--- src/rtl/reorder_buffer_pkg.sv ---
// Shared LC-3b types and constants for the reorder buffer and its pointer logic.
package reorder_buffer_pkg;

  localparam int ID_W  = 4;
  localparam int REG_W = 4;

  typedef logic [ID_W-1:0]  lc3b_rob_id;
  typedef logic [REG_W-1:0] lc3b_ext_reg;
  typedef logic [15:0]      lc3b_word;

  typedef struct packed {
    logic        busy;
    logic        done;
    logic        mispredict;
    lc3b_ext_reg dest;
    lc3b_word    value;
  } lc3b_rob_entry;

  // All-ones id is never allocated because 2^ID_W > DEPTH.
  localparam lc3b_rob_id  REORDER_ID_INVALID = '1;
  // Extended destinations beyond R0-R7.
  localparam lc3b_ext_reg REGISTER_PC        = 4'd8;
  localparam lc3b_ext_reg DUMMY_STORE        = 4'd9;

  // A tag names a real entry only if it is not the invalid id and below depth.
  function automatic logic tag_in_range(input lc3b_rob_id id, input int depth);
    return (id != REORDER_ID_INVALID) && (int'(id) < depth);
  endfunction

endpackage

--- src/rtl/reorder_buffer_rob_ptr_ctrl.sv ---
// Head/tail/count bookkeeping for the circular reorder buffer, including the
// realignment of both pointers when a mispredicted branch commits.
module rob_ptr_ctrl #(
  parameter int DEPTH = 8,
  localparam int PTR_W = $clog2(DEPTH),
  localparam int CNT_W = PTR_W + 1
) (
  input  logic             clk,
  input  logic             reset_n,
  input  logic             alloc_fire,
  input  logic             commit_fire,
  input  logic             flush,
  output logic [PTR_W-1:0] head,
  output logic [PTR_W-1:0] tail,
  output logic             full,
  output logic             empty
);

  logic [CNT_W-1:0] count;

  // Pointer and occupancy update; a flush commits the head and empties the
  // buffer, so the tail restarts just past the committed branch.
  always_ff @(posedge clk or negedge reset_n) begin
    if (!reset_n) begin
      head  <= '0;
      tail  <= '0;
      count <= '0;
    end else if (flush) begin
      head  <= head + 1'b1;
      tail  <= head + 1'b1;
      count <= '0;
    end else begin
      if (commit_fire) head <= head + 1'b1;
      if (alloc_fire)  tail <= tail + 1'b1;
      case ({alloc_fire, commit_fire})
        2'b10:   count <= count + 1'b1;
        2'b01:   count <= count - 1'b1;
        default: count <= count;
      endcase
    end
  end

  assign full  = (count == CNT_W'(DEPTH));
  assign empty = (count == '0);

endmodule

--- src/rtl/reorder_buffer.sv ---
// In-order circular reorder buffer: allocates ids at issue, captures CDB
// results, retires the head in program order into the register file and
// raises flush/redirect when a mispredicted branch retires.
// Optional store handshake (store_ack/store_commit) is enabled by defining
// ROB_STORE_ACK_EN; without it stores retire like any other entry.
//
// Handshake: an allocation happens in a cycle where alloc_valid && alloc_ready;
// alloc_id is valid whenever alloc_ready is high. Commit and flush are
// single-cycle strobes with no back-pressure (except the optional store ack).
module reorder_buffer
  import reorder_buffer_pkg::*;
#(
  parameter int DEPTH = 8
) (
  input  logic               clk,
  input  logic               reset_n,
  input  logic               alloc_valid,
  input  lc3b_ext_reg        alloc_dest,
  output logic               alloc_ready,
  output lc3b_rob_id         alloc_id,
  input  logic               cdb_valid,
  input  lc3b_rob_id         cdb_rob_id,
  input  lc3b_word           cdb_value,
  input  logic               cdb_mispredict,
  input  lc3b_rob_id  [1:0]  rd_id,
  output logic        [1:0]  rd_ready,
  output lc3b_word    [1:0]  rd_value,
  output logic               rf_load_rob,
  output lc3b_ext_reg        rf_dest_rob,
  output lc3b_rob_id         rf_rob_in,
  output logic               rf_load_value,
  output lc3b_ext_reg        rf_dest_value,
  output lc3b_word           rf_value_in,
  output lc3b_rob_id         rf_value_rob,
  output logic               flush,
  output lc3b_word           redirect_pc
`ifdef ROB_STORE_ACK_EN
  ,
  input  logic               store_ack,
  output logic               store_commit
`endif
);

  localparam int PTR_W = $clog2(DEPTH);

  lc3b_rob_entry    entries [DEPTH];
  lc3b_rob_entry    head_entry;
  logic [PTR_W-1:0] head;
  logic [PTR_W-1:0] tail;
  logic             full;
  logic             empty;
  lc3b_rob_id       head_id;
  lc3b_rob_id       tail_id;
  logic             head_ok;
  logic             commit_fire;
  logic             alloc_fire;
  logic             cdb_hit;
  logic [PTR_W-1:0] cdb_idx;

  rob_ptr_ctrl #(.DEPTH(DEPTH)) u_ptr (
    .clk         (clk),
    .reset_n     (reset_n),
    .alloc_fire  (alloc_fire),
    .commit_fire (commit_fire),
    .flush       (flush),
    .head        (head),
    .tail        (tail),
    .full        (full),
    .empty       (empty)
  );

  assign head_entry = entries[head];
  assign head_id    = {{(ID_W-PTR_W){1'b0}}, head};
  assign tail_id    = {{(ID_W-PTR_W){1'b0}}, tail};
  assign head_ok    = !empty && head_entry.busy && head_entry.done;

`ifdef ROB_STORE_ACK_EN
  // A completed store at the head waits for the memory side to accept it.
  assign store_commit = head_ok && (head_entry.dest == DUMMY_STORE);
  assign commit_fire  = head_ok && ((head_entry.dest != DUMMY_STORE) || store_ack);
`else
  assign commit_fire  = head_ok;
`endif

  assign flush       = commit_fire && head_entry.mispredict;
  assign alloc_ready = reset_n && !full && !flush;
  assign alloc_id    = reset_n ? tail_id : REORDER_ID_INVALID;
  assign alloc_fire  = alloc_valid && alloc_ready;
  assign cdb_idx     = cdb_rob_id[PTR_W-1:0];
  assign cdb_hit     = cdb_valid && tag_in_range(cdb_rob_id, DEPTH) &&
                       entries[cdb_idx].busy && !flush;

  // Entry state: allocate at tail, complete from the CDB, retire at head;
  // a flush drops every in-flight entry.
  always_ff @(posedge clk or negedge reset_n) begin
    if (!reset_n) begin
      for (int i = 0; i < DEPTH; i++) entries[i] <= '0;
    end else if (flush) begin
      for (int i = 0; i < DEPTH; i++) entries[i].busy <= 1'b0;
    end else begin
      if (alloc_fire) begin
        entries[tail] <= '{busy: 1'b1, done: 1'b0, mispredict: 1'b0,
                           dest: alloc_dest, value: '0};
      end
      if (cdb_hit) begin
        entries[cdb_idx].done       <= 1'b1;
        entries[cdb_idx].value      <= cdb_value;
        entries[cdb_idx].mispredict <= cdb_mispredict;
      end
      if (commit_fire) entries[head].busy <= 1'b0;
    end
  end

  // Operand lookup with same-cycle CDB bypass taking priority over storage.
  always_comb begin
    for (int r = 0; r < 2; r++) begin
      rd_ready[r] = 1'b0;
      rd_value[r] = '0;
      if (reset_n && tag_in_range(rd_id[r], DEPTH)) begin
        if (cdb_valid && (cdb_rob_id == rd_id[r])) begin
          rd_ready[r] = 1'b1;
          rd_value[r] = cdb_value;
        end else begin
          rd_ready[r] = entries[rd_id[r][PTR_W-1:0]].busy &&
                        entries[rd_id[r][PTR_W-1:0]].done;
          rd_value[r] = entries[rd_id[r][PTR_W-1:0]].value;
        end
      end
    end
  end

  // Register-file rename and commit strobes, plus the fetch redirect.
  always_comb begin
    rf_load_rob   = alloc_fire;
    rf_dest_rob   = alloc_fire ? alloc_dest : '0;
    rf_rob_in     = alloc_fire ? tail_id : REORDER_ID_INVALID;
    rf_load_value = commit_fire;
    rf_dest_value = commit_fire ? head_entry.dest : '0;
    rf_value_in   = commit_fire ? head_entry.value : '0;
    rf_value_rob  = commit_fire ? head_id : REORDER_ID_INVALID;
    redirect_pc   = flush ? head_entry.value : '0;
  end

endmodule

--- config.mk ---
export PLATFORM = sky130hd
export DESIGN_NAME = reorder_buffer
export DESIGN_NICKNAME = d
export VERILOG_FILES = /design/src/rtl/reorder_buffer_pkg.sv /design/src/rtl/reorder_buffer_rob_ptr_ctrl.sv /design/src/rtl/reorder_buffer.sv
export SDC_FILE = /design/constraint.sdc
export NUM_CORES = 1
export LEC_CHECK = 0
export CAP_MARGIN = 5
export CELL_PAD_IN_SITES_DETAIL_PLACEMENT = 1
export CELL_PAD_IN_SITES_GLOBAL_PLACEMENT = 1
export CORE_UTILIZATION = 51
export DETAILED_ROUTE_END_ITERATION = 8
export PLACE_DENSITY = 0.95
export SETUP_SLACK_MARGIN = 0.02
export SLEW_MARGIN = 0
export SYNTH_ARGS = -nofsm -noshare
export SYNTH_HDL_FRONTEND = slang
export SYNTH_SLANG_ARGS = --single-unit
export TNS_END_PERCENT = 20
--- constraint.sdc ---
create_clock -name clk -period 8.9 [get_ports clk]
set_input_delay 1.78 -clock clk [delete_from_list [all_inputs] [get_ports clk]]
set_output_delay 1.78 -clock clk [all_outputs]
set_load 0.1 [all_outputs]
==> metrics.txt <==
worst-skew pair later-pin latency roughly 0.45 ns; part of the power in combinational logic 52.9%; Hold Fails Final Rpt 0; total internal power approximately 0.0029 W; cts repair resizes 0; number of global-route vias before repair about 11000; startpoint types register; antenna violations before repair 0; final net count between 1000 and 1500; Synth Register Bits between 150 and 200; Setup TNS 0 ns; achievable frequency about 150 MHz; most frequent cells in the layout dfrtp_1, a22o_1, mux4_2, clkdlybuf4s50_1, nor2_1; Mapped Area about 0.012 mm2; Slew HR between 10% and 20%; R2R Setup Slk about 4.4 ns; Worst IR Drop VDD 0.323 mV; Reg2Reg Depth 6; # IOs 127; crit path max fanout 23; DR iter-0 viols ~1100; synthesized area per cell between 10 and 15 um2; # port buffers 126; share of cells above drive strength 1 a little over a quarter; slowest CP cell clkdlybuf4s50_1; Layout area overhead 16.8%; H-tree levels 4; period utilisation layout approximately three quarters; Post-DP HPWL approximately 26000 um; Via Count between 9000 and 10000; CP peak stage delay roughly 1.1 ns; max-slew violations 0; worst path required time around 7 ns; clock group share of total power between 10% and 20%; Seq/Total Area, Yosys about two fifths; filler cell count between 2000 and 2500; RSZ-0062 raised after global routing no; launching point of the worst reg2reg path u_ptr.head[0]$_DFFE_PN0P_; launch point of the worst path u_ptr.head[0]$_DFFE_PN0P_; Mapped Cells around 910; GRT Resource Usage Total between 40% and 50%; Antenna Cells 0; Seq pwr share 32.5%; worst setup margin slightly above 2 ns; Post-synth EDFFs 0; Hold Crit Class register to register; syn nets approximately 950; Crit Path Class register to output pin; Worst-Margin Slew between 1 and 1.5 ns; Critical Path Sink rf_dest_rob[1]; WL per Instance between 30 and 40 um; Critical Path, Cell by Cell buf_4 > mux2_2 > mux4_2 > a21oi_2 > and2_1 > clkdlybuf4s50_1; setup bufs post-CTS 0; Die H around 150 um; crit end category output pin; Largest delay share family, worst path buffers and inverters; First-pass DRT Iterations 6; gpl congestion ~0.82; DP Worst Slack 2.15 ns; Initial Utilization 51.9%; net switching power figure approximately 0.0027 W; post-layout minimum cycle time about 6.8 ns; Fin Clk Skew roughly 0.015 ns; grt ovf 0; clk root buf clkbuf_16; core area about 0.023 mm2; Critical Path AT 5.05 ns; leakage power between 5 and 6 nW; Die Area 0.0236 mm2; Final setup viols 0; Num CTS Buffers 17; Levels on crit path 6; Power Density around 400 mW/mm2; clock sinks approximately 190; leading cell type in the layout, fill and taps excluded dfrtp_1; Max Root-Sink Buffers 2; Max-Cap Viols 0; Clk pin slew, worst setup/hold paths 0.08 ns; post-route ant nets 0; WL final ~45000 um; Synth Flop Type dfrtp_1; Die X 154 um; Distinct cells, synth 48; Rows 55; Buf/Inv on CP 2; # DRC 0; global-route wire length before repair between 60000 and 70000 um; outcome finished, final reports clean; asr flop ratio synth 100%; CTS tree built; largest net degree at the start of global routing 80; Switching Share roughly 48%; Post-CTS Hold Buffers 0; Yosys warnings 0; DR vias/cell 7.70
==> kinds of logic (layout without fill, tap and decap cells) <==
group | after synthesis | after routing | synth area share [%]
compound gates | 234 | 234 | 17.6
flops | 194 | 194 | 41.5
simple gates | 153 | 153 | 5.81
fa+ha+maj | 4 | 4 | 0.428
mux | 204 | 204 | 29.7
xor+xnor | 15 | 15 | 1.12
buf+inv | 109 | 203 | 3.87
==> per-stage QoR <==
| stage | total power [W] | instances | hold WS [ns] | utilization (%) | cell area (um2) |
|---|---|---|---|---|---|
| floorplan | 0.00383 | 913 | 0.456 | - | 11700 |
| global placement | 0.00441 | 1261 | 0.479 | 57.9 | 13100 |
| detailed placement | 0.00461 | 1261 | 0.489 | 57.9 | 13100 |
| CTS | 0.00554 | 1292 | 0.512 | 60.6 | 13700 |
| global route | 0.00577 | 1292 | 0.533 | 60.6 | 13700 |
| finish | 0.00560 | 1292 | 0.513 | 60.6 | 13700 |
==> power groups by stage <==
stage	logic [W]	registers (W)	clock network, W
after global routing	0.00307	0.00186	0.000848
after floorplan	0.00229	0.00155	0
after detailed placement	0.00285	0.00176	0
after global placement	0.00273	0.00167	0
after CTS	0.00293	0.00179	0.000814
final	0.00296	0.00182	0.000818
==> how the worst min path moves through the flow <==
| stage | to | slack (ns) | cells past startpoint |
|---|---|---|---|
| finish | register | 0.51 | 1 |
| global route | register | 0.53 | 1 |
| CTS | register | 0.51 | 1 |
| detailed placement | entries[20]$_DFFE_PN0N_ | 0.49 | 1 |
| global placement | entries[158]$_DFFE_PN0N_ | 0.48 | 1 |
| floorplan | u_ptr.count[3]$_DFFE_PN0P_ | 0.46 | 1 |
==> layer usage <==
metal / global-route usage [%] / vias to the layer above / share of wire, %
met1: 48.5 / 5183 / 35
li1: - / 3740 / -
met2: 64.7 / 777 / 49
met4: 25.5 / 0 / 6.3
met5: 0 / - / 0
met3: 10.1 / 251 / 9.5
==> synth_stat cells (all sizes together) (2+ instances only) <==
cell type  instances  area, um2
o21ai              4       20.0
o211ai             2       15.0
and3               2       12.5
mux2              37        417
nor3               3       15.0
nor2b              4       25.0
a211oi            33        260
nand3             10       50.1
a31oi             10       75.1
a22o             138       1210
dfrtp            194       4850
mux4             111       2500
ha                 4       50.1
buf               42        201
clkbuf            53        199
and2               5       31.3
nand4              2       18.8
a311o              2       20.0
mux2i             56        561
nand2             26       97.6
a2111oi            7        193
a22oi              4       30.0
xor2               7       61.3
nor2              84        315
a21oi             19        114
a21o              10       75.1
inv               14       52.6
xnor2              8       70.1
nand2b            11       68.8
==> cell type report <==
cell class                      instances  area (um2)  share of cell area, %
Inverter                               14        52.6                  0.384
Timing Repair Buffer                  158        1400                   10.2
Clock buffer                           19         433                   3.17
Tap cell                              285         357                   2.61
Multi-Input combinational cell        610        6410                   46.9
Sequential cell                       194        4860                   35.5
Clock inverter                         12         158                   1.15
(Power assumes the default switching activity.)
